===== src/rtl/tm1638_responder.sv =====
// TM1638 LED&KEY responder: the device end of the LK_CLK/LK_STB/LK_DIO serial link.
//
// The three link lines are oversampled in the CLK domain. The responder decodes the
// command bytes, reports display-memory writes and display control to a host-side
// mirror, and returns a 32-bit key-scan word for read commands.
//
// Optional build macro: TM1638_RESP_PROTO_CHECK_EN enables the sticky protocol checker
// behind proto_err. Without the macro proto_err is tied low.
//
// Ports:
//   CLK, rst_n            system clock, synchronous active-low reset
//   lk_clk_i, lk_stb_i    serial clock (idle high) and strobe (active low) from controller
//   lk_dio_i              data line, pad input side
//   lk_dio_o, lk_dio_oe   data line, driven side, used only during key reads
//   key_data              key-scan word; byte0 = [7:0] goes out first, LSB first
//   mem_we/addr/wdata     one-cycle display-memory write strobe, address and data
//   disp_on, brightness   latest display-control settings
//   proto_err             sticky protocol error (checker build only)
module tm1638_responder #(
  parameter int unsigned SYNC_STAGES = 2,
  parameter int unsigned ADDR_W      = 4
) (
  input  logic              CLK,
  input  logic              rst_n,
  input  logic              lk_clk_i,
  input  logic              lk_stb_i,
  input  logic              lk_dio_i,
  output logic              lk_dio_o,
  output logic              lk_dio_oe,
  input  logic [31:0]       key_data,
  output logic              mem_we,
  output logic [ADDR_W-1:0] mem_addr,
  output logic [7:0]        mem_wdata,
  output logic              disp_on,
  output logic [2:0]        brightness,
  output logic              proto_err
);

  typedef enum logic [2:0] {StIdle, StCmd, StDataWr, StKeyRd, StWait} state_e;

  // Synchronizers; they reset to 1 because all three lines idle high.
  logic [SYNC_STAGES-1:0] clk_sync_q, stb_sync_q, dio_sync_q;
  logic                   clk_prev_q;

  always_ff @(posedge CLK) begin
    if (!rst_n) begin
      clk_sync_q <= '1;
      stb_sync_q <= '1;
      dio_sync_q <= '1;
      clk_prev_q <= 1'b1;
    end else begin
      clk_sync_q <= {clk_sync_q[SYNC_STAGES-2:0], lk_clk_i};
      stb_sync_q <= {stb_sync_q[SYNC_STAGES-2:0], lk_stb_i};
      dio_sync_q <= {dio_sync_q[SYNC_STAGES-2:0], lk_dio_i};
      clk_prev_q <= clk_sync_q[SYNC_STAGES-1];
    end
  end

  logic clk_s, stb_s, dio_s;
  logic clk_rise, clk_fall;
  assign clk_s    = clk_sync_q[SYNC_STAGES-1];
  assign stb_s    = stb_sync_q[SYNC_STAGES-1];
  assign dio_s    = dio_sync_q[SYNC_STAGES-1];
  assign clk_rise = clk_s & ~clk_prev_q;
  assign clk_fall = ~clk_s & clk_prev_q;

  state_e              state_q;
  logic [2:0]          bit_cnt_q;
  logic [7:0]          shift_q;
  logic [7:0]          shift_d;
  logic                byte_done;
  logic [ADDR_W-1:0]   addr_q;
  logic                fixed_q;
  logic [31:0]         key_q;
  // Counts lk_clk falls in a key read; saturates at 32 (bit 5 set = all bits sent).
  logic [5:0]          fall_cnt_q;
  logic                dio_q, dio_oe_q;
  logic                mem_we_q;
  logic [ADDR_W-1:0]   mem_addr_q;
  logic [7:0]          mem_wdata_q;
  logic                disp_on_q;
  logic [2:0]          brightness_q;

  // Byte value including the bit arriving on this rise; LSB arrives first.
  assign shift_d   = {dio_s, shift_q[7:1]};
  assign byte_done = clk_rise && (bit_cnt_q == 3'd7);

  always_ff @(posedge CLK) begin
    if (!rst_n) begin
      state_q      <= StIdle;
      bit_cnt_q    <= '0;
      shift_q      <= '0;
      addr_q       <= '0;
      fixed_q      <= 1'b0;
      key_q        <= '0;
      fall_cnt_q   <= '0;
      dio_q        <= 1'b0;
      dio_oe_q     <= 1'b0;
      mem_we_q     <= 1'b0;
      mem_addr_q   <= '0;
      mem_wdata_q  <= '0;
      disp_on_q    <= 1'b0;
      brightness_q <= '0;
    end else begin
      mem_we_q <= 1'b0;
      if (stb_s) begin
        // Strobe high aborts everything; a partial byte is simply dropped.
        state_q   <= StIdle;
        bit_cnt_q <= '0;
        dio_oe_q  <= 1'b0;
        dio_q     <= 1'b0;
      end else begin
        if (clk_rise) begin
          shift_q   <= shift_d;
          bit_cnt_q <= bit_cnt_q + 3'd1;
        end
        unique case (state_q)
          StIdle: state_q <= StCmd;
          StCmd: begin
            if (byte_done) begin
              unique case (shift_d[7:6])
                2'b01: begin
                  if (shift_d[1]) begin
                    state_q    <= StKeyRd;
                    key_q      <= key_data;
                    fall_cnt_q <= '0;
                  end else begin
                    fixed_q <= shift_d[2];
                    state_q <= StWait;
                  end
                end
                2'b10: begin
                  disp_on_q    <= shift_d[3];
                  brightness_q <= shift_d[2:0];
                  state_q      <= StWait;
                end
                2'b11: begin
                  addr_q  <= shift_d[ADDR_W-1:0];
                  state_q <= StDataWr;
                end
                default: state_q <= StWait;
              endcase
            end
          end
          StDataWr: begin
            if (byte_done) begin
              mem_we_q    <= 1'b1;
              mem_addr_q  <= addr_q;
              mem_wdata_q <= shift_d;
              if (!fixed_q) addr_q <= addr_q + ADDR_W'(1);
            end
          end
          StKeyRd: begin
            if (clk_fall) begin
              dio_oe_q <= 1'b1;
              if (!fall_cnt_q[5]) begin
                dio_q      <= key_q[fall_cnt_q[4:0]];
                fall_cnt_q <= fall_cnt_q + 6'd1;
              end else begin
                dio_q <= 1'b0;
              end
            end
          end
          default: ;
        endcase
      end
    end
  end

`ifdef TM1638_RESP_PROTO_CHECK_EN
  logic stb_prev_q;
  logic proto_err_q;

  always_ff @(posedge CLK) begin
    if (!rst_n) begin
      stb_prev_q  <= 1'b1;
      proto_err_q <= 1'b0;
    end else begin
      stb_prev_q <= stb_s;
      // bit_cnt_q still holds the pre-abort count on the cycle the rise is seen.
      if ((stb_s && !stb_prev_q && (bit_cnt_q != 3'd0)) ||
          (clk_fall && stb_s) ||
          (clk_fall && !stb_s && (state_q == StKeyRd) && fall_cnt_q[5])) begin
        proto_err_q <= 1'b1;
      end
    end
  end

  assign proto_err = proto_err_q;
`else
  assign proto_err = 1'b0;
`endif

  // Gate with rst_n so the pad is released in the very cycle reset is applied.
  assign lk_dio_oe  = dio_oe_q & rst_n;
  assign lk_dio_o   = dio_q & rst_n;
  assign mem_we     = mem_we_q;
  assign mem_addr   = mem_addr_q;
  assign mem_wdata  = mem_wdata_q;
  assign disp_on    = disp_on_q;
  assign brightness = brightness_q;

endmodule


===== config.mk =====
export PLATFORM = sky130hd
export DESIGN_NAME = tm1638_responder
export DESIGN_NICKNAME = d
export VERILOG_FILES = /design/src/rtl/tm1638_responder.sv
export SDC_FILE = /design/constraint.sdc
export NUM_CORES = 1
export LEC_CHECK = 0
export ABC_CLOCK_PERIOD_IN_PS = 2300
export BUFFER_PORTS_ARGS = -buffer_cell sky130_fd_sc_hd__buf_2
export CAP_MARGIN = 0
export CORE_ASPECT_RATIO = 1.5
export CORE_MARGIN = 8
export CORE_UTILIZATION = 30
export DETAILED_ROUTE_END_ITERATION = 12
export GPL_TIMING_DRIVEN = 1
export SLEW_MARGIN = 15
export SYNTH_ARGS = -nofsm -noshare
export SYNTH_HDL_FRONTEND = slang
export SYNTH_SLANG_ARGS = --single-unit

===== constraint.sdc =====
create_clock -name CLK -period 2.3 [get_ports CLK]
set_input_delay 0.345 -clock CLK [delete_from_list [all_inputs] [get_ports CLK]]
set_output_delay 0.345 -clock CLK [all_outputs]
set_load 0.005 [all_outputs]

==> results.json, run 1 <==
{
  "period_share": 0.828,
  "startpoint_type": "register",
  "grt_pass1_wl_mm": 13.7,
  "die_y_um": 146,
  "cts_tree": "done",
  "synth_area_sq_mm": 0.00341,
  "cp.required_ps": 2570,
  "avgSynthCellArea_sq_um": 8.54,
  "critPathArrivalTime_ps": 2170,
  "ioPinCount": 57,
  "setup_viol": 0,
  "rsz0062_at_grt": "no",
  "coreArea_sq_mm": 0.0111,
  "path_cells": "or3b_4, o22ai_4, a22oi_2, or4_1, a21oi_1",
  "die_area_sq_mm": 0.0151,
  "final_cell_mix": "nand2_1, dfxtp_1, a21oi_1, buf_2, nor2_1",
  "yosys_warnings": 0,
  "drt_iter0_drc": 177,
  "final_cell_area_sq_mm": 0.00411,
  "synth_top_area_frac": 0.482,
  "synthCells": 399,
  "ys_ff_latch": 82,
  "drive_gt1_frac": 0.213,
  "slew_headroom": 0.575,
  "grt_pass1_vias": 2870,
  "port_buffers": 55,
  "antenna_left": 0,
  "hp-class": "input pin to register",
  "synthDistinctLibCells": 40,
  "diodes": 0,
  "cellPowerDensity_mw_per_mm2": 680,
  "cts-root-buf": "clkbuf_16",
  "routedWlPerCell_um": 13.5,
  "grt_overflow": 0,
  "hpwl_mm": 6.08,
  "cts_setup_buffers": 0,
  "max_stage_delay_ps": 520,
  "final_cells": 603,
  "ys_seq_area_frac": 0.482,
  "clockBufferDepth": 2,
  "vias": 2856,
  "placed_cells": 587,
  "clock_skew_ps": 8.07,
  "p_total_mw": 2.80,
  "clk_latency_ps": 330,
  "final.setup.tns_ps": 0,
  "area_delta_synth_final_pct": 20.8,
  "nets": 492,
  "cts_buffers": 9,
  "hold_buffers": 0,
  "crit_type": "register to register",
  "synth_largest_area_cell": "dfxtp_1",
  "wirelength_mm": 8.17,
  "place_congestion": 0.786,
  "fmax_mhz": 525,
  "cp_max_fo": 8,
  "via_per_inst": 4.74,
  "period_minus_slack_ps": 1910,
  "grt_max_degree": 33,
  "cts-htree-levels": 3,
  "syn_nets": 440,
  "irDropWorstVdd_v": 0.000425,
  "antenna_found_initial": 0,
  "clkTransAtPathRegs_ps": 60,
  "p_leak_nw": 1.49,
  "finalHoldViolCount": 0,
  "dr.pass1.iters": 4,
  "start_util": 0.308,
  "drv_slew": 0,
  "die_width_um": 103,
  "tightest_slew_ps": 637,
  "cts.sinks": 82,
  "cts_resized": 0,
  "place_area_sq_mm": 0.00384,
  "critical_path.slowest_cell": "or4_1",
  "maxCapViolCount": 0,
  "grt_usage": 0.115,
  "drc": 0,
  "status": "finished clean",
  "final_common_cell": "nand2_1",
  "end_kind": "register",
  "netlist_top_cells_area": "dfxtp_1, nand2_1, a21oi_1, mux2i_1, nor2_1",
  "num_rows": 47
}
[routing by layer]
metal,wire length [um],part of all wire,track usage
met2,4380,0.54,0.200
met3,335,0.041,0.0314
met4,153,0.019,0.0567
met1,3300,0.40,0.121
met5,0,0,0
[power breakdown]
group	switching, mW	total, mW	internal (mW)
logic	0.0369	0.0688	0.0319
registers	0.00482	1.43	1.43
clock network	0.544	1.30	0.754
total	0.585	2.80	2.21
[final cells by class]
cell class,instances,area (sq um)
Clock buffer,11,243
Multi-Input combinational cell,290,1660
Inverter,4,15.0
Tap cell,147,184
Fill cell,1200,6940
Timing Repair Buffer,64,343
Sequential cell,82,1640
Clock inverter,5,30.0
[path summary, 6_finish.rpt]
kind	endpoint	slack, ps	from	cells after the start
worst max-delay path	fall_cnt_q[3]$_SDFFE_PN0P_	390	state_q[0]$_SDFFE_PP0P_	5
worst min-delay path	stb_sync_q[0]$_SDFF_PN1_	190	lk_stb_i	2
worst max register to register	fall_cnt_q[3]$_SDFFE_PN0P_	390	state_q[0]$_SDFFE_PP0P_	5
worst min register to register	clk_sync_q[1]$_SDFF_PN1_	410	clk_sync_q[0]$_SDFF_PN1_	1
[synthesized netlist by cell type, drive strengths merged]
library cell	n
nor3b	4
or3	1
nor2b	2
o22ai	2
o31ai	3
clkbuf	16
nand4	3
o21ai	6
o21a	1
mux4	6
or3b	2
or4	3
nand2b	9
nand4bb	1
conb	1
nand3b	5
xnor2	1
nor3	2
mux2	2
nand3	6
dfxtp	82
nand2	98
or2	3
a221oi	1
a31oi	2
inv	4
buf	7
a22o	1
ha	4
nor2	40
mux2i	21
a21oi	56
and2	3
a22oi	1
[critical path: cells and delay by family (launching register included)]
family	cells	cell delay, ps
simple gates	2	960
compound gates	3	510
flops	1	380
[state kept, by name (all words and copies together) (netlist names), 2 cells and up]
| register | count |
|---|---|
| shift_q | 7 |
| brightness | 3 |
| mem_wdata | 8 |
| dio_sync_q | 2 |
| key_q | 32 |
| stb_sync_q | 2 |
| fall_cnt_q | 6 |
| mem_addr | 4 |
| addr_q | 4 |
| bit_cnt_q | 3 |
| state_q | 3 |
| clk_sync_q | 2 |
[per-stage QoR]
step | setup WS [ps] | utilization | hold slack, ps
6_report | 395 | 0.372 | 192
5_1_grt | 235 | 0.372 | 179
4_1_cts | 366 | 0.372 | 179
3_5_place_dp | 370 | 0.347 | 405
3_3_place_gp | 407 | 0.347 | 411
2_1_floorplan | 492 | - | 386
[logic make-up after synthesis]
logic type,synth area share
AND/OR/NAND/NOR,0.238
XOR/XNOR,0.00257
multiplexers,0.108
other,0.00110
AO/OA/AOI/OAI,0.120
buffers and inverters,0.0331
adder cells (fa/ha/maj),0.0147
flip-flops,0.482
No activity file was read; power rests on OpenSTA's default activity.
==> run 2: changes to the inputs <==
ABC_AREA = 1   (was default)
ABC_CLOCK_PERIOD_IN_PS = 1910   (was 2300)
clock period = 1.91 ns   (was 2.3 ns; I/O delays follow)
==> results.json, run 2 <==
{
  "synth_compound_area_frac": 0.205,
  "clock_skew_ps": 4.92,
  "slew_headroom": 0.653,
  "utilization": 0.369,
  "avgSynthCellArea_sq_um": 7.35,
  "coreArea_sq_mm": 0.0114,
  "hold-path-endpoint": "stb_sync_q[0]$_SDFF_PN1_",
  "top_register": "key_q",
  "vias": 3120,
  "area_delta_synth_final_pct": 21.3,
  "cts-htree-levels": 3,
  "p_total_mw": 3.46,
  "setup_viol": 0,
  "cts_buffers": 9,
  "synthTopCellsByCount": "dfxtp_1, a21oi_1, inv_1",
  "syn_nets": 511,
  "port_buffers": 55,
  "antenna_left": 0,
  "place_congestion": 0.831,
  "yosys_warnings": 0,
  "synthCells": 470,
  "synth_largest_area_cell": "dfxtp_1",
  "netlist_top_cells_area": "dfxtp_1, a21oi_1, o21ai_0, inv_1, nand2_1",
  "routedWlPerCell_um": 12.1,
  "clk_latency_ps": 340,
  "synthFlopType": "dfxtp_1",
  "r2r_cells": 9,
  "final_cells": 676,
  "nets": 562,
  "grt_overflow": 0,
  "maxCapViolCount": 0,
  "crit_type": "register to register",
  "hpwl_mm": 6.06,
  "rrSetupSlack_ps": 180,
  "cp_max_fo": 5,
  "largest_register_ffs": 32,
  "place_area_sq_mm": 0.00389,
  "synth_edf_count": 0,
  "cts.sinks": 82,
  "num_rows": 48,
  "synth_top_family_by_area": "compound AO/OA/AOI/OAI gates",
  "synthSimpleGateAreaFrac": 0.194,
  "ys_seq_area_frac": 0.475,
  "placed_cells": 660,
  "antenna_found_initial": 0,
  "grt_max_degree": 65,
  "yosysMostFrequentCell": "dfxtp_1",
  "cellPowerDensity_mw_per_mm2": 825,
  "wirelength_mm": 8.20,
  "status": "finished clean",
  "period_share": 0.908,
  "r2r-end": "fall_cnt_q[0]$_SDFFE_PN0P_",
  "holdPathStages": 2,
  "drt_iter0_drc": 72,
  "finalHoldViolCount": 0,
  "diodes": 0,
  "drive_gt1_frac": 0.181,
  "cts-root-buf": "clkbuf_16",
  "synthDistinctLibCells": 28,
  "via_per_inst": 4.62,
  "final.setup.tns_ps": 0,
  "dr.pass1.iters": 4,
  "synth_area_sq_mm": 0.00346,
  "synth_xor_area_frac": 0.00253,
  "rsz0062_at_grt": "no",
  "grt_pass1_vias": 3092,
  "drc": 0,
  "ys_ff_latch": 82,
  "tightest_slew_ps": 517,
  "ioPinCount": 57,
  "final_common_cell": "dfxtp_1",
  "fmax_mhz": 577,
  "cp.required_ps": 2130,
  "startpoint_type": "register",
  "critPathArrivalTime_ps": 1950,
  "synth_fa_ha_area_frac": 0.0145,
  "die_area_sq_mm": 0.0153,
  "final_cell_mix": "dfxtp_1, a21oi_1, inv_1, o21ai_0, nand2_1",
  "layout_setup_ws_ps": 176,
  "clockBufferDepth": 2,
  "die_y_um": 147,
  "synth_top_area_frac": 0.475,
  "async_flop_share": 0,
  "grt_usage": 0.110,
  "drv_slew": 0,
  "clkTransAtPathRegs_ps": 60,
  "p_leak_nw": 1.72,
  "worstHoldStart": "lk_stb_i",
  "post-place-ws_ps": 182,
  "die_width_um": 104,
  "synthMuxAreaShare": 0,
  "r2r_start": "state_q[0]$_SDFFE_PP0P_",
  "nFillCells": 1199,
  "end_kind": "register",
  "irDropWorstVdd_v": 0.000401,
  "final_cell_area_sq_mm": 0.00419,
  "period_minus_slack_ps": 1730,
  "start_util": 0.304,
  "grt_pass1_wl_mm": 14.0,
  "hp-class": "input pin to register",
  "hold_slack_ps": 135,
  "cts_tree": "done"
}
run 2: area by class of cell:
cell class              instances  area [sq um]  area share
well taps                     150           188      0.0448
clock buffers                  14           274      0.0654
flip-flops and latches         82          1640       0.392
repair buffers                 63           348      0.0830
multi-input cells             292          1450       0.347
clock inverters                 2          10.0     0.00239
inverters                      73           277      0.0660
run 2: report_power, final:
part | leakage [nW] | switching, mW | internal [mW]
Combinational | 0.911 | 0.0580 | 0.0472
Sequential | 0.662 | 0.00574 | 1.72
Clock | 0.143 | 0.647 | 0.983
Total | 1.72 | 0.711 | 2.75
run 2: per-layer routing:
layer	GRT usage	share of wire
met1	0.117	0.43
met2	0.196	0.51
met3	0.0253	0.040
met4	0.0627	0.024
met5	0	0
run 2: worst max path at each step:
stage | startpoint | end | slack, ps | cells past startpoint
after floorplan | bit_cnt_q[0]$_SDFFE_PP0N_ | key_q[10]$_SDFFE_PN0P_ | 410 | 8
after global placement | shift_q[2]$_SDFFE_PN0P_ | fall_cnt_q[0]$_SDFFE_PN0P_ | 260 | 9
after detailed placement | bit_cnt_q[0]$_SDFFE_PP0N_ | mem_wdata[1]$_SDFFE_PN0P_ | 180 | 8
after CTS | bit_cnt_q[0]$_SDFFE_PP0N_ | mem_wdata[1]$_SDFFE_PN0P_ | 170 | 8
after global routing | bit_cnt_q[0]$_SDFFE_PP0N_ | brightness[1]$_SDFFE_PN0P_ | 10 | 7
final | state_q[0]$_SDFFE_PP0P_ | fall_cnt_q[0]$_SDFFE_PN0P_ | 180 | 9
run 2: kinds of logic (layout without fill, tap and decap cells):
family                     after synthesis  count (layout)
xor gates and xnor gates                 1               1
and+or+nand+nor                        147             147
adders and majority gates                4               4
AOI/OAI and AO/OA                      139             139
buffers and inverters                   96             152
other                                    1               1
DFF                                     82              82
run 2: what timing repair did:
action | in CTS | in global routing
gates resized for setup | 0 | 4
endpoints found under the setup margin | 0 | 8
setup buffers | 0 | 0
hold buffers | 0 | 0
run 2: worst max-delay path, stage by stage, from the launching register on:
cell and delay, ps:
dfxtp_1 400, inv_2 80, nor3_4 300, nand3_1 210, nand2_1 100, nand2_1 110, a21oi_4 180, inv_1 100
nand2_1 60, a21oi_1 60
==> run 3: changes to the inputs <==
RECOVER_POWER = 25   (was default)
==> results.json, run 3 (same netlist as run 2, synthesis figures left out) <==
{
  "nets": 562,
  "crit_path_frequent_cell": "nand2_1",
  "clk_latency_ps": 340,
  "finalHoldViolCount": 0,
  "crit_cells": 9,
  "largest_register_ffs": 32,
  "die_y_um": 147,
  "period_share": 0.908,
  "clkTransAtPathRegs_ps": 60,
  "drc": 0,
  "dr.pass1.iters": 4,
  "antenna_left": 0,
  "r2r_cells": 9,
  "rrSetupSlack_ps": 180,
  "start_util": 0.304,
  "worstHoldStart": "lk_stb_i",
  "critical_path.slowest_cell": "dfxtp_1",
  "diodes": 0,
  "rsz0062_at_grt": "no",
  "vias": 3107,
  "grt_pass1_vias": 3092,
  "clock_skew_ps": 4.92,
  "grt_max_degree": 65,
  "cts.sinks": 82,
  "path_cells": "inv_2, nor3_4, nand3_1, nand2_1, nand2_1, a21oi_4, inv_1, nand2_1, a21oi_1",
  "num_rows": 48,
  "die_width_um": 104,
  "slew_headroom": 0.653,
  "fmax_mhz": 577,
  "place_congestion": 0.831,
  "grt_usage": 0.110,
  "clockBufferDepth": 2,
  "cp.required_ps": 2130,
  "status": "finished clean",
  "cts-htree-levels": 3,
  "maxCapViolCount": 0,
  "startpoint_type": "register",
  "cts_setup_buffers": 0,
  "max_stage_delay_ps": 400,
  "grt_overflow": 0,
  "coreArea_sq_mm": 0.0114,
  "r2r_start": "state_q[0]$_SDFFE_PP0P_",
  "irDropWorstVdd_v": 0.000401,
  "routedWlPerCell_um": 12.2,
  "p_total_mw": 3.46,
  "final.setup.tns_ps": 0,
  "holdPathStages": 2,
  "final_common_cell": "dfxtp_1",
  "wirelength_mm": 8.22,
  "final_cells": 676,
  "via_per_inst": 4.60,
  "layout_setup_ws_ps": 176,
  "post-place-ws_ps": 182,
  "antenna_found_initial": 0,
  "hold-path-endpoint": "stb_sync_q[0]$_SDFF_PN1_",
  "top_register": "key_q",
  "die_area_sq_mm": 0.0153,
  "cellPowerDensity_mw_per_mm2": 829,
  "hpwl_mm": 6.06,
  "end_kind": "register",
  "cts-root-buf": "clkbuf_16",
  "hp-class": "input pin to register",
  "critPathArrivalTime_ps": 1950,
  "final_cell_mix": "dfxtp_1, a21oi_1, inv_1, o21ai_0, nand2_1",
  "grt_pass1_wl_mm": 14.0,
  "port_buffers": 55,
  "hold_buffers": 0,
  "cts_tree": "done",
  "cp_max_fo": 5,
  "p_leak_nw": 1.67,
  "drive_gt1_frac": 0.158,
  "period_minus_slack_ps": 1730,
  "tightest_slew_ps": 517,
  "cts_buffers": 9,
  "area_delta_synth_final_pct": 20.8,
  "ioPinCount": 57,
  "crit_type": "register to register",
  "drt_iter0_drc": 65,
  "crit_buf_inv": 2,
  "cp_top_family": "simple AND/OR/NAND/NOR gates",
  "utilization": 0.368,
  "r2r-end": "fall_cnt_q[0]$_SDFFE_PN0P_",
  "setup_viol": 0,
  "placed_cells": 660,
  "drv_slew": 0
}
-- run 3: report_power, final --
group          switching (mW)  total [mW]  internal (mW)
clock                   0.650        1.63          0.983
sequential            0.00562        1.72           1.72
combinational          0.0581       0.104         0.0458
-- run 3: layout make-up --
cell class | count | area [sq um]
Clock buffer | 14 | 274
Multi-Input combinational cell | 292 | 1450
Inverter | 73 | 277
Clock inverter | 2 | 10.0
Fill cell | 1203 | 7180
Timing Repair Buffer | 63 | 332
Sequential cell | 82 | 1640
Tap cell | 150 | 188
-- run 3: worst max-delay path by stage --
stage                         startpoint                    endpoint  slack (ps)
2_1_floorplan  bit_cnt_q[0]$_SDFFE_PP0N_      key_q[10]$_SDFFE_PN0P_         410
3_3_place_gp     shift_q[2]$_SDFFE_PN0P_  fall_cnt_q[0]$_SDFFE_PN0P_         260
3_5_place_dp   bit_cnt_q[0]$_SDFFE_PP0N_   mem_wdata[1]$_SDFFE_PN0P_         180
4_1_cts        bit_cnt_q[0]$_SDFFE_PP0N_   mem_wdata[1]$_SDFFE_PN0P_         170
5_1_grt        bit_cnt_q[0]$_SDFFE_PP0N_  brightness[1]$_SDFFE_PN0P_          10
6_report         state_q[0]$_SDFFE_PP0P_  fall_cnt_q[0]$_SDFFE_PN0P_         180
-- run 3: metal layers --
metal,global-route usage,wire [um],up-vias
li1,-,-,1634
met1,0.117,3550,1404
met2,0.196,4150,55
met3,0.0253,322,14
met4,0.0627,194,0
met5,0,0,-
-- run 3: repair_timing --
item / 4_1_cts / 5_1_grt
endpoints found under the hold margin: 0 / 0
resized for setup: 0 / 4
setup endpoints to repair: 0 / 8
-- run 3: through the flow --
step	hold slack (ps)	cell area (sq um)
finish	134	4180
global route	140	4180
CTS	126	4180
detailed placement	400	3890
global placement	398	3890
floorplan	393	3460
